[src/rtl/lcd_receiver_if.sv]
// lcd_receiver_if: panel bus plus display-RAM write port of the LCD receiver
//   master: drives the panel strobes, bus and chip selects; observes results
//   slave : the receiver; samples the panel side, drives RAM writes and status
interface lcd_receiver_if;
   logic       en_i;
   logic       rw_i;
   logic       dori_i;
   logic [7:0] db_i;
   logic [1:0] cs_i;
   logic       rst_i;
   logic       wr_en_o;
   logic [9:0] wr_addr_o;
   logic [7:0] wr_data_o;
   logic [1:0] disp_on_o;
   logic [5:0] start0_o;
   logic [5:0] start1_o;
   logic [7:0] status_o;
   logic       illegal_o;
   modport master (
      output en_i, rw_i, dori_i, db_i, cs_i, rst_i,
      input  wr_en_o, wr_addr_o, wr_data_o, disp_on_o, start0_o, start1_o, status_o, illegal_o
   );
   modport slave (
      input  en_i, rw_i, dori_i, db_i, cs_i, rst_i,
      output wr_en_o, wr_addr_o, wr_data_o, disp_on_o, start0_o, start1_o, status_o, illegal_o
   );
endinterface

[src/rtl/lcd_receiver.sv]
// lcd_receiver: decodes a two-chip graphic LCD panel bus into display-RAM writes
//   clk  : single rising-edge clock
//   rstn : synchronous active-low reset
//   bus  : panel strobe/bus/selects in; RAM write strobe, address, data,
//          per-chip display-on and start line, status byte, illegal pulse out
module lcd_receiver (
   input logic         clk,
   input logic         rstn,
   lcd_receiver_if.slave bus
);
   logic       en_q, en_d;
   logic       rw_q, rw_d;
   logic       dori_q, dori_d;
   logic [7:0] db_q, db_d;
   logic [1:0] cs_q, cs_d;
   logic       pend_q, pend_d;
   logic       wr_en_q, wr_en_d;
   logic [9:0] wr_addr_q, wr_addr_d;
   logic [7:0] wr_data_q, wr_data_d;
   logic       illegal_q, illegal_d;
   logic [2:0] page_q[2], page_d[2];
   logic [5:0] y_q[2], y_d[2];
   logic       on_q[2], on_d[2];
   logic [5:0] start_q[2], start_d[2];
   logic       exec;
   logic       dc;
   logic       sc;
   // falling edge of the enable strobe, suppressed while the panel is in reset
   assign exec = en_q & ~bus.en_i & ~bus.rst_i;
   // lowest selected chip of the captured (data write) and live (status) selects
   assign dc = ~cs_q[0];
   assign sc = ~bus.cs_i[0];
   always_comb begin
      en_d      = bus.en_i;
      rw_d      = bus.en_i ? bus.rw_i : rw_q;
      dori_d    = bus.en_i ? bus.dori_i : dori_q;
      db_d      = bus.en_i ? bus.db_i : db_q;
      cs_d      = bus.en_i ? bus.cs_i : cs_q;
      pend_d    = 1'b0;
      wr_en_d   = 1'b0;
      wr_addr_d = wr_addr_q;
      wr_data_d = wr_data_q;
      illegal_d = 1'b0;
      page_d    = page_q;
      y_d       = y_q;
      on_d      = on_q;
      start_d   = start_q;
      if (bus.rst_i) begin
         for (int c = 0; c < 2; c++) begin
            page_d[c]  = 3'd0;
            y_d[c]     = 6'd0;
            on_d[c]    = 1'b0;
            start_d[c] = 6'd0;
         end
      end else begin
         // second half of a dual-chip data write; captured fields are still
         // those of the transaction that scheduled it
         if (pend_q) begin
            wr_en_d   = 1'b1;
            wr_addr_d = {1'b1, page_q[1], y_q[1]};
            wr_data_d = db_q;
            y_d[1]    = y_q[1] + 6'd1;
         end
         if (exec && cs_q != 2'b00) begin
            if (!rw_q && !dori_q) begin
               if (db_q[7:1] == 7'b0011111) begin
                  for (int c = 0; c < 2; c++) if (cs_q[c]) on_d[c] = db_q[0];
               end else if (db_q[7:6] == 2'b01) begin
                  for (int c = 0; c < 2; c++) if (cs_q[c]) y_d[c] = db_q[5:0];
               end else if (db_q[7:3] == 5'b10111) begin
                  for (int c = 0; c < 2; c++) if (cs_q[c]) page_d[c] = db_q[2:0];
               end else if (db_q[7:6] == 2'b11) begin
                  for (int c = 0; c < 2; c++) if (cs_q[c]) start_d[c] = db_q[5:0];
               end else begin
                  illegal_d = 1'b1;
               end
            end else if (!rw_q && dori_q) begin
               wr_en_d   = 1'b1;
               wr_addr_d = {dc, page_q[dc], y_q[dc]};
               wr_data_d = db_q;
               y_d[dc]   = y_q[dc] + 6'd1;
               pend_d    = &cs_q;
            end else if (rw_q && dori_q) begin
               for (int c = 0; c < 2; c++) if (cs_q[c]) y_d[c] = y_q[c] + 6'd1;
            end
         end
      end
   end
   always_ff @(posedge clk) begin
      if (!rstn) begin
         en_q      <= 1'b0;
         rw_q      <= 1'b0;
         dori_q    <= 1'b0;
         db_q      <= 8'd0;
         cs_q      <= 2'd0;
         pend_q    <= 1'b0;
         wr_en_q   <= 1'b0;
         wr_addr_q <= 10'd0;
         wr_data_q <= 8'd0;
         illegal_q <= 1'b0;
         for (int c = 0; c < 2; c++) begin
            page_q[c]  <= 3'd0;
            y_q[c]     <= 6'd0;
            on_q[c]    <= 1'b0;
            start_q[c] <= 6'd0;
         end
      end else begin
         en_q      <= en_d;
         rw_q      <= rw_d;
         dori_q    <= dori_d;
         db_q      <= db_d;
         cs_q      <= cs_d;
         pend_q    <= pend_d;
         wr_en_q   <= wr_en_d;
         wr_addr_q <= wr_addr_d;
         wr_data_q <= wr_data_d;
         illegal_q <= illegal_d;
         page_q    <= page_d;
         y_q       <= y_d;
         on_q      <= on_d;
         start_q   <= start_d;
      end
   end
   assign bus.wr_en_o   = wr_en_q;
   assign bus.wr_addr_o = wr_addr_q;
   assign bus.wr_data_o = wr_data_q;
   assign bus.illegal_o = illegal_q;
   assign bus.disp_on_o = {on_q[1], on_q[0]};
   assign bus.start0_o  = start_q[0];
   assign bus.start1_o  = start_q[1];
   assign bus.status_o  = (bus.cs_i == 2'b00) ? 8'h00 : {2'b00, ~on_q[sc], bus.rst_i, 4'b0000};
endmodule

[src/flat_wrapper.sv]
// flat-port wrapper written by rule: the top's interface ports become plain ports
module lcd_receiver_flat 
  (clk, rstn, bus_en_i, bus_rw_i, bus_dori_i, bus_db_i, bus_cs_i, bus_rst_i, bus_wr_en_o, bus_wr_addr_o, bus_wr_data_o, bus_disp_on_o, bus_start0_o, bus_start1_o, bus_status_o, bus_illegal_o);
  lcd_receiver_if bus_i ();
  input logic clk;
  input logic rstn;
  input wire logic [$bits(bus_i.en_i)-1:0] bus_en_i;
  input wire logic [$bits(bus_i.rw_i)-1:0] bus_rw_i;
  input wire logic [$bits(bus_i.dori_i)-1:0] bus_dori_i;
  input wire logic [$bits(bus_i.db_i)-1:0] bus_db_i;
  input wire logic [$bits(bus_i.cs_i)-1:0] bus_cs_i;
  input wire logic [$bits(bus_i.rst_i)-1:0] bus_rst_i;
  output wire logic [$bits(bus_i.wr_en_o)-1:0] bus_wr_en_o;
  output wire logic [$bits(bus_i.wr_addr_o)-1:0] bus_wr_addr_o;
  output wire logic [$bits(bus_i.wr_data_o)-1:0] bus_wr_data_o;
  output wire logic [$bits(bus_i.disp_on_o)-1:0] bus_disp_on_o;
  output wire logic [$bits(bus_i.start0_o)-1:0] bus_start0_o;
  output wire logic [$bits(bus_i.start1_o)-1:0] bus_start1_o;
  output wire logic [$bits(bus_i.status_o)-1:0] bus_status_o;
  output wire logic [$bits(bus_i.illegal_o)-1:0] bus_illegal_o;
  assign bus_i.en_i = bus_en_i;
  assign bus_i.rw_i = bus_rw_i;
  assign bus_i.dori_i = bus_dori_i;
  assign bus_i.db_i = bus_db_i;
  assign bus_i.cs_i = bus_cs_i;
  assign bus_i.rst_i = bus_rst_i;
  assign bus_wr_en_o = bus_i.wr_en_o;
  assign bus_wr_addr_o = bus_i.wr_addr_o;
  assign bus_wr_data_o = bus_i.wr_data_o;
  assign bus_disp_on_o = bus_i.disp_on_o;
  assign bus_start0_o = bus_i.start0_o;
  assign bus_start1_o = bus_i.start1_o;
  assign bus_status_o = bus_i.status_o;
  assign bus_illegal_o = bus_i.illegal_o;
  lcd_receiver u_core (.clk(clk), .rstn(rstn), .bus(bus_i));
endmodule
[config.mk]
export PLATFORM = sky130hd
export DESIGN_NAME = lcd_receiver_flat
export DESIGN_NICKNAME = d
export VERILOG_FILES = /design/src/rtl/lcd_receiver_if.sv /design/src/rtl/lcd_receiver.sv /design/src/flat_wrapper.sv
export SDC_FILE = /design/constraint.sdc
export NUM_CORES = 1
export LEC_CHECK = 0
export BUFFER_PORTS_ARGS = -buffer_cell sky130_fd_sc_hd__buf_2
export CAP_MARGIN = 10
export CORE_ASPECT_RATIO = 1.25
export CORE_MARGIN = 4
export CORE_UTILIZATION = 30
export CTS_CLUSTER_DIAMETER = 50
export DETAILED_ROUTE_END_ITERATION = 12
export PLACE_DENSITY = 0.55
export SYNTH_ARGS = -nofsm -noshare
export SYNTH_HDL_FRONTEND = slang
export SYNTH_SLANG_ARGS = --single-unit
[constraint.sdc]
create_clock -name clk -period 1.9 [get_ports clk]
set_input_delay 0.38 -clock clk [delete_from_list [all_inputs] [get_ports clk]]
set_output_delay 0.38 -clock clk [all_outputs]
set_load 0.02 [all_outputs]
=== Yosys cells after proc, flatten, opt, wreduce, memory -nomap -nowiden ===
Cells that the tools add are included.

* Register bits: 66
* Output and inout port bits: 42
* Input port bits: 16

* Bitwise operators: 16
* Reduce and logical (&&, ||, !) cells: 22
* Add/sub/neg operators: 3
* Equality and inequality tests: 7
* $lt $le $gt $ge: 3
* Mux-type cells: 38

{| class="wikitable"
|+ Operator list
! operator !! count
|-
| 2-to-1 mux 6 bit || 12
|-
| 2-to-1 mux 12 bit || 5
|-
| 2-to-1 mux 10 bit || 4
|-
| 2-to-1 mux 8 bit || 4
|-
| adder 6 x 1 -> 6 bit (second input constant) || 3
|-
| AND reduction 6 bit || 3
|-
| AND reduction 7 bit || 2
|-
| bitwise mux 12 bit || 1
|-
| NOT 1 bit || 12
|-
| 2-to-1 mux 3 bit || 3
|-
| 2-to-1 mux 1 bit || 8
|-
| AND reduction 4 bit || 2
|-
| == test 7 x 5 -> 1 bit (second input constant) || 1
|-
| OR reduction 7 bit || 1
|-
| demux 6 bit (select 1 bit) || 1
|-
| == test 5 bit (second input constant) || 1
|-
| logical AND 1 bit || 5
|-
| OR reduction 5 bit || 1
|-
| greater-or-equal comparator 2 bit (second input constant) || 2
|-
| inequality test 2 bit (second input constant) || 2
|-
| NOT 1 -> 2 bit || 2
|-
| nonzero test 2 bit || 2
|-
| nonzero test 3 bit || 1
|-
| bitwise AND 1 bit || 2
|-
| other kinds (8) || 9
|}

=== Logic depth before layout (Yosys ltp) ===
* Word-level depth: 10
* Mapped depth: 8

=== Worst setup path after synthesis ===
OpenSTA, ideal clock, no wires.

* Path kind: reg-to-reg
* Start: reg u_core.cs_q[0]
* End: reg u_core.y_q[1] (netlist bit)
* Path buffers: 1
* Arrival: 1801 ps
* Slack: 28 ps
* Period minus slack after synthesis: 1872 ps
* Library setup time: 71 ps
* Data required time: 1829 ps
* Stages on the path, launching flop included: 8
* Path through: dfxtp_1 -> buf_2 -> mux2_2 -> ha_1 -> or3b_2 -> a21oi_1 -> o31ai_1 -> a21oi_1

* Word-level cells in the longest chain between the ends: 10
* Elaborated cells between the ends (all ways): 17
* Those cells by class: 1 x add/sub; 2 x order compare; 9 x mux; 2 x bitwise; 3 x reduce/logical

{| class="wikitable"
|+ RTL lines
! item !! RTL line !! source
|-
| start, declared || lcd_receiver.sv:15 || <nowiki>logic [1:0] cs_q, cs_d;</nowiki>
|-
| start signal, assigned || lcd_receiver.sv:112 || <nowiki>cs_q <= cs_d;</nowiki>
|-
| NOT 1 bit || lcd_receiver.sv:31 || <nowiki>assign dc = ~cs_q[0];</nowiki>
|-
| NOT 1 -> 2 bit (not written as such) || lcd_receiver.sv:81 || <nowiki>y_d[dc] = y_q[dc] + 6'd1;</nowiki>
|-
| 2-to-1 mux 6 bit (not written as such), or another cell as far along || lcd_receiver.sv:81 ||
|-
| 2-to-1 mux 6 bit (not written as such) / logical AND 1 bit (equally long branches) || lcd_receiver.sv:81 ||
|-
| 2-to-1 mux 6 bit (not written as such) || lcd_receiver.sv:81 ||
|-
| adder 6 x 1 -> 6 bit / demux 6 bit (select 1 bit) (equally long branches) || lcd_receiver.sv:81 ||
|-
| bitwise mux 12 bit || lcd_receiver.sv:81 ||
|-
| 2-to-1 mux 12 bit || lcd_receiver.sv:77 || <nowiki>end else if (!rw_q && dori_q) begin</nowiki>
|-
| 2-to-1 mux 12 bit || lcd_receiver.sv:65 || <nowiki>if (!rw_q && !dori_q) begin</nowiki>
|-
| 2-to-1 mux 6 bit * || lcd_receiver.sv:64 || <nowiki>if (exec && cs_q != 2'b00) begin</nowiki>
|-
| end signal, assigned || lcd_receiver.sv:119 || <nowiki>y_q <= y_d;</nowiki>
|-
| end, declared || lcd_receiver.sv:22 || <nowiki>logic [5:0] y_q[2], y_d[2];</nowiki>
|}

Mark *: on every way between the ends. The rest lies on a longest branch, timed or not. The select of a mux whose other input is x is not followed.
A chain may end at the register's enable or synchronous reset.

=== Final worst setup path ===
Ends and elaborated chain as after synthesis.

==> results by group <==
STA
  – Minimum clock period: 1830 ps
  – Final WS setup: 72.9 ps
  – Fmax achieved: 547 MHz
  – WHS: 311 ps
  – Tightest Pin Transition: 581 ps
  – Final Hold Violating Endpoints: 0
  – Slew HR: 0.613
  – Setup-failing EPs final: 0
  – Clock Skew: 4.96 ps
  – Fin. max-slew vios: 0
  – Post-route clock period utilization: 0.962

Hold path
  – Worst Hold Class: primary input to flip-flop
  – Hold_sp: bus_dori_i
  – WHS Path Cells: 3
  – Hold EP: u_core.dori_q$_SDFFE_PN0P_

Worst setup path
  – CP arrival: 2080 ps
  – FF-to-FF setup slack: 70 ps
  – Length in cells of the worst reg-to-reg path: 7
  – R2r endpoint: u_core.y_q[1]$_SDFF_PP0_
  – Worst r2r src: u_core.cs_q[0]$_SDFFE_PN0P_
  – CP Data Required Time: 2150 ps
  – Crit path capture type: flip-flop
  – CP Max Fanout: 5
  – Worst Setup SP: u_core.cs_q[0]$_SDFFE_PN0P_
  – Crit path kind: flip-flop to flip-flop
  – Worst setup SP type: flip-flop

Clock network
  – Clock-pin slew on the worst setup and hold paths: 60 ps
  – Worst-Skew Late Latency: 330 ps
  – CTS tree: yes
  – CTS Root Cell: clkbuf_16
  – CTS Buffer Depth: 2
  – Clock Sinks: 66
  – Total CTS buffers: 9
  – Max H-tree Level: 3

Power and ir drop
  – Pwr Density: 746 nW/um^2
  – Peak supply drop: 565 uV
  – P_leak: 0.00209 uW

Layout
  – # nets final: 506
  – Non-filler cells, final: 656
  – Layout cells sized above 1: 0.285
  – # diodes: 0
  – Area Overhead vs Synth: 26.3%

Logic synthesis
  – Mux cell area share after synthesis: 0.151
  – Cell Area, Synth: 3740 sq um
  – Total number of yosys warnings: 0
  – Synth cell types: 74
  – Post-synth EDFFs: 0
  – Syn_area_per_cell: 9.02 sq um
  – Cell count after synthesis: 415
  – Top FF cell, synth: dfxtp_1
  – Largest family of logic cells by synthesized area: simple AND/OR/NAND/NOR gates
  – Share of the synthesized area in compound gates (AO/OA/AOI/OAI): 0.159
  – Simple-gate share of the synthesized area: 0.243
  – FF+latch count, synth: 66
  – Post-synthesis xor/xnor area fraction: 0.0211
  – Synth area leaders: dfxtp_1 35%, mux2i_1 14%, nor2b_1 4.7%
  – Synth top area share: 0.353
  – FFs w/ async S/R, synth: 0
  – Seq/Total Area, Yosys: 0.353
  – Dominant cell type by area after synthesis: dfxtp_1
  – Adder-cell share of the synthesized area: 0.0100

Global route
  – Initial antenna violation count: 0
  – Met2 usage: 0.262
  – Vias in the first global route: 3,308
  – First-pass GRT wire length: 17.6 mm
  – Largest net degree at the start of global routing: 35
  – Global route total overflow: 0
  – GR Util All Layers: 0.154
  – GR Util met1: 0.184
  – Global routing's busiest layer: met2
  – M3 GR Usage: 0.0322

Route
  – Initial DRC count: 181
  – Vias per inst: 5.20
  – DRC: 0
  – Routed WL: 11.0 mm
  – Total number of vias: 3,409
  – 1st-pass router iterations: 6
  – Post-route ant nets: 0
  – Wire per inst: 16.8 um

Floorplanning
  – I/O pin count: 58
  – Initial Util: 0.308
  – Die outline area: 14,300 sq um
  – Die W: 108 um
  – Core ar.: 12,200 sq um
  – Die Y: 133 um
  – Row cnt: 45

Placed design
  – GPL Wtd Cong: 0.867
  – Detailed placement HPWL: 8.20 mm
  – Placement Setup Slack: 3.98 ps
  – Placed insts: 638
  – PortBufs: 51

Flow run
  – Maxcap violations: 0

Outcome
  – Status: finished, final reports clean
[state kept, by name (all words and copies together) (netlist names)]
signal,flops
u_core.y_q,12
u_core.bus.wr_addr_o,10
u_core.bus.wr_data_o,8
u_core.db_q,8
u_core.bus.start0_o,6
u_core.bus.start1_o,6
u_core.page_q,6
u_core.bus.disp_on_o,2
u_core.cs_q,2
u_core.bus.illegal_o,1
u_core.bus.wr_en_o,1
u_core.dori_q,1
u_core.en_q,1
u_core.pend_q,1
u_core.rw_q,1
[synth_stat cells (3+ instances only)]
cell,instances
a311oi_1,4
buf_2,16
clkbuf_1,15
nand4_1,8
nand4b_1,3
mux2_2,3
mux2i_1,52
a21bo_2,4
nor3_1,4
nor2b_1,28
a21o_1,6
xnor2_1,4
ha_1,3
a211o_1,3
nor4_1,3
a22oi_1,3
nand2b_1,7
nand2_1,22
and3_1,4
buf_4,7
inv_1,3
a211oi_1,6
o21ai_0,11
dfxtp_1,66
a31oi_1,4
a21oi_1,12
nor2_1,33
xor2_1,5
a21boi_1,3
or3_1,3
nand3b_1,3
nand3_1,13
[what timing repair did]
item / 4_1_cts / 5_1_grt
gates resized for setup: 1 / 9
endpoints found under the setup margin: 1 / 9
pin swaps: 0 / 2
endpoints found under the hold margin: 0 / 0
hold buffers: 0 / 0
gates cloned: 0 / 1
buffers inserted: 0 / 1
[report_power, final]
group	leakage (uW)	internal (uW)	switching [uW]
combinational	0.00140	130	181
sequential	0.000535	1400	33.4
clock	0.000153	1150	626
[through the flow]
stage,instance area [sq um],utilization,power (uW),setup TNS [ps]
detailed placement,4350,0.358,1770,0
finish,4730,0.389,3530,0
floorplan,3760,-,1660,0
global route,4730,0.389,3650,-3.54
CTS,4670,0.384,3570,0
global placement,4350,0.358,1770,0
[worst max-delay path, stage by stage, from the launching register on]
cell and delay, ps:
dfxtp_4 360, buf_4 130, a21o_1 190, ha_4 270, or3b_2 450, a21oi_2 140, o31ai_1 70, a21oi_1 140
[layer usage]
layer	part of all wire	routed length [um]
met1	0.42	4620
met2	0.50	5500
met3	0.048	535
met4	0.033	368
met5	0	0
[cell families (layout without fill, tap and decap cells)]
logic type,Yosys count,in the layout
other cells,1,6
mux,56,56
flops,66,66
buf+inv,45,117
fa+ha+maj,3,3
xor+xnor,9,9
compound gates,79,79
simple gates,156,156
[cell usage in the layout (no fill, tap or decap), types with 7 or more instances in the layout]
cell | netlist | final
dfxtp_1 | 66 | 65
nand2_1 | 22 | 22
clkbuf_16 | 0 | 9
buf_4 | 7 | 45
mux2i_1 | 52 | 52
a21oi_1 | 12 | 11
buf_2 | 16 | 52
nor2b_1 | 28 | 28
nor2_1 | 33 | 33
nand3_1 | 13 | 13
o21ai_0 | 11 | 11
nand2b_1 | 7 | 7
nand4_1 | 8 | 8
[worst max path at each step]
| stage | endpoint |
|---|---|
| after floorplan | u_core.y_q[1]$_SDFF_PP0_ |
| after global placement | u_core.y_q[1]$_SDFF_PP0_ |
| after detailed placement | u_core.y_q[1]$_SDFF_PP0_ |
| after CTS | u_core.y_q[1]$_SDFF_PP0_ |
| after global routing | u_core.y_q[1]$_SDFF_PP0_ |
| final | u_core.y_q[1]$_SDFF_PP0_ |
[area by class of cell]
type / instances / area [sq um]
fill: 1278 / 7440
multi-input combinational: 309 / 2250
sequential: 66 / 1330
timing repair buffer: 98 / 618
clock buffer: 10 / 229
tap: 164 / 205
clock inverter: 6 / 90.1
inverter: 3 / 11.3
Power figures use the tool's default switching activity.
